$ cat config.mk
export PLATFORM = sky130hd
export DESIGN_NAME = retry_change_monitor
export DESIGN_NICKNAME = d
export VERILOG_FILES = /design/src/rtl/retry_chg_mon_pkg.sv /design/src/rtl/retry_chg_mon_fifo.sv /design/src/rtl/retry_change_monitor.sv
export SDC_FILE = /design/constraint.sdc
export NUM_CORES = 2
export LEC_CHECK = 0
export BUFFER_PORTS_ARGS = -buffer_cell sky130_fd_sc_hd__buf_2
export CAP_MARGIN = 20
export CELL_PAD_IN_SITES_DETAIL_PLACEMENT = 0
export CELL_PAD_IN_SITES_GLOBAL_PLACEMENT = 1
export CORE_ASPECT_RATIO = 0.8
export CORE_MARGIN = 2
export CORE_UTILIZATION = 30
export DETAILED_ROUTE_END_ITERATION = 6
export PLACE_DENSITY = 0.56
export SYNTH_ARGS = -nofsm -noshare
export SYNTH_HDL_FRONTEND = slang
export SYNTH_SLANG_ARGS = --single-unit
$ cat constraint.sdc
create_clock -name i_clk -period 29.7 [get_ports i_clk]
set_input_delay 4.455 -clock i_clk [delete_from_list [all_inputs] [get_ports i_clk]]
set_output_delay 4.455 -clock i_clk [all_outputs]
set_load 0.02 [all_outputs]
$ cat src/rtl/retry_chg_mon_pkg.sv
// Shared types and helpers for the retry change monitor.
// Optional assertion/trace block is enabled with RETRY_CHG_MON_DISPLAY_EN.
package retry_chg_mon_pkg;

  typedef enum logic [1:0] {
    StIdle,
    StPrime,
    StArmed
  } mon_state_e;

  function automatic int unsigned id_width(int unsigned num_ch);
    return (num_ch > 1) ? $clog2(num_ch) : 1;
  endfunction

  function automatic int unsigned level_width(int unsigned depth);
    return $clog2(depth) + 1;
  endfunction

  localparam string MsgPrefix = "assert_msg::";

endpackage

$ cat src/rtl/retry_chg_mon_fifo.sv
// Synchronous FIFO with occupancy; head data reads as zero while empty.
module retry_chg_mon_fifo
  import retry_chg_mon_pkg::*;
#(
  parameter int unsigned Width = 8,
  parameter int unsigned Depth = 16,
  localparam int unsigned PtrW = $clog2(Depth),
  localparam int unsigned LvlW = level_width(Depth)
) (
  input  logic             i_clk,
  input  logic             i_rst_n,
  input  logic             i_push,
  input  logic             i_pop,
  input  logic [Width-1:0] i_wdata,
  output logic [Width-1:0] o_rdata,
  output logic [LvlW-1:0]  o_level,
  output logic             o_full,
  output logic             o_empty
);

  logic [Width-1:0] mem_q [Depth];
  logic [PtrW-1:0]  wptr_q, rptr_q;
  logic [LvlW-1:0]  level_q;
  logic             do_push, do_pop;

  assign o_empty = (level_q == '0);
  assign o_full  = (level_q == LvlW'(Depth));
  assign do_pop  = i_pop & ~o_empty;
  // A full FIFO still accepts a write when the head leaves on the same edge.
  assign do_push = i_push & (~o_full | do_pop);

  always_ff @(posedge i_clk) begin
    if (do_push) mem_q[wptr_q] <= i_wdata;
  end

  always_ff @(posedge i_clk or negedge i_rst_n) begin
    if (!i_rst_n) begin
      wptr_q  <= '0;
      rptr_q  <= '0;
      level_q <= '0;
    end else begin
      if (do_push) wptr_q <= wptr_q + 1'b1;
      if (do_pop)  rptr_q <= rptr_q + 1'b1;
      if (do_push && !do_pop)      level_q <= level_q + 1'b1;
      else if (!do_push && do_pop) level_q <= level_q - 1'b1;
    end
  end

  assign o_rdata = o_empty ? '0 : mem_q[rptr_q];
  assign o_level = level_q;

endmodule

$ cat src/rtl/retry_change_monitor.sv
// Multi-channel change monitor: per-channel pending slots, round-robin push into an event FIFO.
// Define RETRY_CHG_MON_DISPLAY_EN to compile change-trace and protocol assertions.
module retry_change_monitor
  import retry_chg_mon_pkg::*;
#(
  parameter int unsigned NUM_CH     = 8,
  parameter int unsigned CH_W       = 8,
  parameter int unsigned FIFO_DEPTH = 16,
  parameter int unsigned TS_W       = 32,
  parameter int unsigned CNT_W      = 16,
  localparam int unsigned ID_W      = id_width(NUM_CH),
  localparam int unsigned LVL_W     = level_width(FIFO_DEPTH)
) (
  input  logic                    i_clk,
  input  logic                    i_rst_n,
  input  logic                    i_observer_on,
  input  logic [NUM_CH*CH_W-1:0]  i_ch_data,
  input  logic [NUM_CH-1:0]       i_ch_mask,
  input  logic                    i_clr_cnt,
  output logic                    o_evt_valid,
  input  logic                    i_evt_ready,
  output logic [ID_W-1:0]         o_evt_ch,
  output logic [CH_W-1:0]         o_evt_old,
  output logic [CH_W-1:0]         o_evt_new,
  output logic [TS_W-1:0]         o_evt_ts,
  output logic                    o_evt_coal,
  output logic [LVL_W-1:0]        o_fifo_level,
  output logic [NUM_CH*CNT_W-1:0] o_chg_cnt,
  output logic [CNT_W-1:0]        o_coal_cnt
);

  typedef struct packed {
    logic [ID_W-1:0] ch;
    logic [CH_W-1:0] old_val;
    logic [CH_W-1:0] new_val;
    logic [TS_W-1:0] ts;
    logic            coal;
  } evt_t;

  typedef struct packed {
    logic [CH_W-1:0] old_val;
    logic [CH_W-1:0] new_val;
    logic [TS_W-1:0] ts;
    logic            coal;
  } slot_t;

  mon_state_e       state_q, state_d;
  logic [TS_W-1:0]  ts_q;
  logic [ID_W-1:0]  rr_q;
  logic [CH_W-1:0]  ch_val [NUM_CH];
  logic [CH_W-1:0]  prev_q [NUM_CH];
  slot_t            slot_q [NUM_CH];
  slot_t            slot_d [NUM_CH];
  logic [NUM_CH-1:0] pend_q, pend_d, chg, coal_inc;
  logic [CNT_W-1:0] chg_cnt_q [NUM_CH];
  logic [CNT_W-1:0] chg_cnt_d [NUM_CH];
  logic [CNT_W-1:0] coal_cnt_q, coal_cnt_d;
  logic             armed, gnt_vld, can_push;
  logic [ID_W-1:0]  gnt_idx;
  evt_t             push_evt, head_evt;
  logic             fifo_full, fifo_empty, fifo_pop;

  for (genvar k = 0; k < NUM_CH; k++) begin : g_ch
    assign ch_val[k] = i_ch_data[k*CH_W +: CH_W];
    assign o_chg_cnt[k*CNT_W +: CNT_W] = chg_cnt_q[k];
    assign chg[k] = armed & i_ch_mask[k] & (ch_val[k] != prev_q[k]);
  end

  always_comb begin
    state_d = state_q;
    if (!i_observer_on) begin
      state_d = StIdle;
    end else begin
      unique case (state_q)
        StIdle:  state_d = StPrime;
        StPrime: state_d = StArmed;
        StArmed: state_d = StArmed;
        default: state_d = StIdle;
      endcase
    end
  end

  assign armed    = (state_q == StArmed) & i_observer_on;
  assign fifo_pop = o_evt_valid & i_evt_ready;
  assign can_push = ~fifo_full | fifo_pop;

  // Round-robin search begins at rr_q, the channel after the last grant.
  always_comb begin
    gnt_vld = 1'b0;
    gnt_idx = '0;
    for (int unsigned i = 0; i < NUM_CH; i++) begin
      int unsigned c;
      c = (32'(rr_q) + i) % NUM_CH;
      if (!gnt_vld && pend_q[c]) begin
        gnt_vld = 1'b1;
        gnt_idx = ID_W'(c);
      end
    end
    gnt_vld = gnt_vld & i_observer_on & can_push;
  end

  always_comb begin
    push_evt         = '0;
    push_evt.ch      = gnt_idx;
    push_evt.old_val = slot_q[gnt_idx].old_val;
    push_evt.new_val = slot_q[gnt_idx].new_val;
    push_evt.ts      = slot_q[gnt_idx].ts;
    push_evt.coal    = slot_q[gnt_idx].coal;
  end

  // A slot being pushed this edge refills as a fresh entry rather than coalescing.
  always_comb begin
    pend_d   = pend_q;
    slot_d   = slot_q;
    coal_inc = '0;
    for (int k = 0; k < NUM_CH; k++) begin
      if (gnt_vld && gnt_idx == ID_W'(k)) pend_d[k] = 1'b0;
      if (chg[k]) begin
        if (pend_d[k]) begin
          slot_d[k].new_val = ch_val[k];
          slot_d[k].coal    = 1'b1;
          coal_inc[k]       = 1'b1;
        end else begin
          pend_d[k]         = 1'b1;
          slot_d[k].old_val = prev_q[k];
          slot_d[k].new_val = ch_val[k];
          slot_d[k].ts      = ts_q;
          slot_d[k].coal    = 1'b0;
        end
      end
    end
    if (state_d == StIdle) pend_d = '0;
  end

  always_comb begin
    coal_cnt_d = coal_cnt_q;
    for (int k = 0; k < NUM_CH; k++) begin
      chg_cnt_d[k] = chg_cnt_q[k];
      if (chg[k] && chg_cnt_q[k] != '1) chg_cnt_d[k] = chg_cnt_q[k] + 1'b1;
      if (coal_inc[k] && coal_cnt_d != '1) coal_cnt_d = coal_cnt_d + 1'b1;
    end
    if (i_clr_cnt) begin
      coal_cnt_d = '0;
      for (int k = 0; k < NUM_CH; k++) chg_cnt_d[k] = '0;
    end
  end

  always_ff @(posedge i_clk or negedge i_rst_n) begin
    if (!i_rst_n) begin
      state_q    <= StIdle;
      ts_q       <= '0;
      rr_q       <= '0;
      pend_q     <= '0;
      coal_cnt_q <= '0;
      for (int k = 0; k < NUM_CH; k++) begin
        prev_q[k]    <= '0;
        slot_q[k]    <= '0;
        chg_cnt_q[k] <= '0;
      end
    end else begin
      state_q    <= state_d;
      ts_q       <= ts_q + 1'b1;
      pend_q     <= pend_d;
      coal_cnt_q <= coal_cnt_d;
      if (gnt_vld) rr_q <= ID_W'((32'(gnt_idx) + 1) % NUM_CH);
      for (int k = 0; k < NUM_CH; k++) begin
        if (state_q != StIdle) prev_q[k] <= ch_val[k];
        slot_q[k]    <= slot_d[k];
        chg_cnt_q[k] <= chg_cnt_d[k];
      end
    end
  end

  retry_chg_mon_fifo #(
    .Width($bits(evt_t)),
    .Depth(FIFO_DEPTH)
  ) u_fifo (
    .i_clk  (i_clk),
    .i_rst_n(i_rst_n),
    .i_push (gnt_vld),
    .i_pop  (fifo_pop),
    .i_wdata(push_evt),
    .o_rdata(head_evt),
    .o_level(o_fifo_level),
    .o_full (fifo_full),
    .o_empty(fifo_empty)
  );

  assign o_evt_valid = ~fifo_empty;
  assign o_evt_ch    = head_evt.ch;
  assign o_evt_old   = head_evt.old_val;
  assign o_evt_new   = head_evt.new_val;
  assign o_evt_ts    = head_evt.ts;
  assign o_evt_coal  = head_evt.coal;
  assign o_coal_cnt  = coal_cnt_q;

`ifdef RETRY_CHG_MON_DISPLAY_EN
  for (genvar k = 0; k < NUM_CH; k++) begin : g_chg_msg
    chg_report : assert property (@(posedge i_clk)
        disable iff (!i_rst_n || state_q != StArmed || !i_ch_mask[k])
        ch_val[k] == prev_q[k])
      else $display("%s ch %0d changed: %0h ----> %0h, @time = %0t", MsgPrefix, k,
                    $sampled(prev_q[k]), $sampled(ch_val[k]), $time);
  end

  evt_stable : assert property (@(posedge i_clk) disable iff (!i_rst_n)
      o_evt_valid && !i_evt_ready |=>
      o_evt_valid && $stable({o_evt_ch, o_evt_old, o_evt_new, o_evt_ts, o_evt_coal}));

  no_overflow : assert property (@(posedge i_clk) disable iff (!i_rst_n)
      !(gnt_vld && fifo_full && !fifo_pop));
`endif

endmodule

==> impl_metrics.py <==
metrics = {
    "timing": {
        "grt_setup_unrepaired": "no",
        "layout_min_cycle_time_ns": 19.41,
        "max_slew_margin_pct": 29.62,
        "skew_ns": 0.07208,
        "slew_viol_final": 0,
        "worst_slew_pin_slew_ns": 1.056,
        "min_period_over_period_pct": 65.35,
        "setup_viol": 0,
        "hold_ws_ns": 0.4771,
        "hold_viol": 0,
        "final.setup.tns_ns": 0,
        "fmax_ghz": 0.05152,
    },
    "yosys": {
        "synth.most_common_cell": "edfxtp_1",
        "synth_ff_type": "edfxtp_1",
        "synthArstFlopShare_pct": 44.16,
        "syn_area_per_cell_um2": 15.63,
        "synth_edf_count": 832,
        "syn-num-nets": 4427,
        "yosysTopAreaCell": "edfxtp_1",
        "syn_area_um2": 67430,
        "seq_area_frac_synth_pct": 61.47,
        "synth_top_area_share_pct": 37.05,
        "yosys-top-cells-count": "832 x edfxtp_1, 658 x dfrtp_1, 511 x mux2_2",
        "synthTopCellsByArea": "edfxtp_1 37%, dfrtp_1 24%, mux4_2 12%",
        "synth_cell_types": 113,
        "ys_ff_latch": 1490,
        "ys_warn_count": 0,
        "syn_inst": 4313,
    },
    "final_layout": {
        "n_fill_cell": 21370,
        "final_cell_area_um2": 77860,
        "drive_gt1_share_pct": 33.37,
        "finish.net_count": 4717,
        "multiInputGateArea_um2": 25080,
        "regArea_um2": 41460,
        "area_delta_synth_final_pct": 15.46,
        "instances_no_fill": 7719,
        "final_core_util_pct": 34.88,
    },
    "critical_path": {
        "worst-path-max-fanout": 14,
        "endpoint_kind": "flip-flop",
        "critPathTopFamily": "simple AND/OR/NAND/NOR gates",
        "slowest_delay_ns": 0.71,
        "crit_path_frequent_cell": "ha_1",
        "arrival_ns": 20.07,
        "crit_path_top_delay_cell": "a31oi_1",
        "path_buf_inv": 7,
        "start_kind": "input port",
        "cp.required_ns": 30.36,
        "worstSetupPathType": "in -> reg",
    },
    "floorplan": {
        "die-area_um2": 228600,
        "fp.dieW_um": 534.1,
        "rows": 155,
        "die_y_um": 428.1,
        "io_pins": 279,
        "core-area_um2": 223200,
        "start_util_pct": 30.21,
    },
    "routing": {
        "vias": 39140,
        "postRouteAntennaNets": 0,
        "via_per_inst": 5.071,
        "routedWlPerCell_um": 24.05,
        "drtIter0Drc": 2934,
        "wl_um": 185600,
        "drcViolationCount": 0,
        "firstDrtPassIters": 7,
    },
    "placed_design": {
        "place_inst": 7423,
        "port_buffers": 278,
        "place.gp.congestion": 0.8381,
        "place_hpwl_um": 116300,
        "dpl-instance-area_um2": 72500,
    },
    "pwr": {
        "power.leakage_nw": 28.86,
        "max-vdd-ir-drop_uv": 94.34,
        "powerDensity_nw_per_um2": 94.66,
    },
    "clock_network": {
        "cts_setup_buffers": 0,
        "cts_resized": 0,
        "cts-hold-fix-buffers": 0,
        "clkSinkCount": 1490,
        "cts_max_level": 4,
        "clock_path_buffers": 3,
        "clk_pin_slew_ns": 0.06,
        "clock_latency_ns": 0.80,
        "cts_root_buffer": "clkbuf_16",
        "cts_inserted_buffers": 159,
        "cts_tree": "done",
    },
    "global_route": {
        "gr-usage-all-layers_pct": 16.07,
        "grt_overflow": 0,
        "grt_pass1_vias": 39650,
        "grt_pass1_wl_um": 276700,
        "grt_max_degree": 110,
        "antenna_found_initial": 15,
    },
    "worst_hold_path": {
        "min_path_type": "reg -> reg",
    },
    "run_status": {
        "status": "finished, final reports clean",
    },
    "run": {
        "maxCapViolations": 0,
    },
}
registers in the layout, summed over array words and instances, names as in the netlist, 5 cells and up:
register        cells
o_chg_cnt         128
o_coal_cnt         16
pend_q              8
prev_q             64
slot_q            392
ts_q               32
u_fifo.mem_q      832
u_fifo.o_level      5
layout make-up:
type                    count  share of cell area (%)
diodes                      1                0.003214
clock buffers             218                   5.773
clock inverters            75                   1.030
inverters                  55                  0.2716
multi-input cells        2539                   32.21
flip-flops and latches   1490                   53.26
well taps                2983                   4.794
repair buffers            358                   2.658
power breakdown:
group          internal [mW]  total, mW  switching (mW)
logic                  0.964       2.37            1.41
clock network           1.15       2.01           0.852
registers               2.80       2.99           0.197
metal layers:
metal | vias up | wire length (um) | GRT usage [%]
met3 | 179 | 9013 | 2.859
met1 | 20760 | 89800 | 23.92
met4 | 0 | 2498 | 2.993
li1 | 17290 | - | -
met5 | - | 0 | 0
met2 | 911 | 84300 | 24.59
cells in the final DEF, fill, tap and decap left out, types with 16 or more instances in the layout:
| cell type | count |
|---|---|
| nor2_1 | 229 |
| or3_1 | 34 |
| buf_2 | 276 |
| a21oi_1 | 79 |
| and2_1 | 74 |
| mux2_2 | 511 |
| clkbuf_1 | 33 |
| clkinv_1 | 22 |
| and3_1 | 34 |
| nand3_1 | 90 |
| nand2b_1 | 16 |
| clkbuf_16 | 162 |
| edfxtp_1 | 832 |
| nand4_1 | 58 |
| nor4_1 | 36 |
| clkinv_2 | 22 |
| nor2b_1 | 16 |
| o21ai_0 | 73 |
| xnor2_1 | 110 |
| nor2_4 | 16 |
| dfrtp_1 | 654 |
| nand2_1 | 176 |
| ha_1 | 35 |
| o211ai_1 | 20 |
| buf_4 | 77 |
| nor3_1 | 38 |
| clkbuf_8 | 23 |
| inv_1 | 53 |
| a31oi_1 | 30 |
| mux4_2 | 368 |
| mux2i_1 | 28 |
| xor2_1 | 171 |
logic make-up after synthesis:
family / share of synthesized area, %
flops: 61.47
fa+ha+maj: 0.6977
compound gates: 4.242
simple gates: 6.919
xor+xnor: 3.650
buf+inv: 1.635
mux: 21.39
through the flow:
stage / power, mW / setup WS, ns
floorplan: 4.555 / 13.34
global placement: 5.428 / 10.05
detailed placement: 5.457 / 9.795
CTS: 7.484 / 10.58
global route: 7.735 / 8.975
finish: 7.370 / 10.29
worst register-to-register path, delay by kind of cell (launching register included):
family / cells / cell delay, ns
compound gates: 18 / 4.86
xor+xnor: 6 / 1.49
buf+inv: 7 / 1.01
mux: 4 / 1.63
fa+ha+maj: 9 / 3.28
simple gates: 18 / 5.58
flops: 1 / 0.71
path summary, 6_finish.rpt:
| path | depth (start not counted) | slack, ns | to | from |
|---|---|---|---|---|
| setup / recovery | 55 | 10.29 | o_coal_cnt[5] | i_observer_on |
| hold / removal | 1 | 0.48 | slot_q[245] | slot_q[245] |
| setup reg to reg | 62 | 11.00 | o_coal_cnt[5] | rr_q[0] |
| hold reg to reg | 1 | 0.48 | slot_q[245] | slot_q[245] |
| max in group asynchronous | 7 | 20.58 | u_fifo.rptr_q[0] | i_rst_n |
| min in group asynchronous | 1 | 3.72 | o_chg_cnt[43] | i_rst_n |
Power figures use the tool's default switching activity.
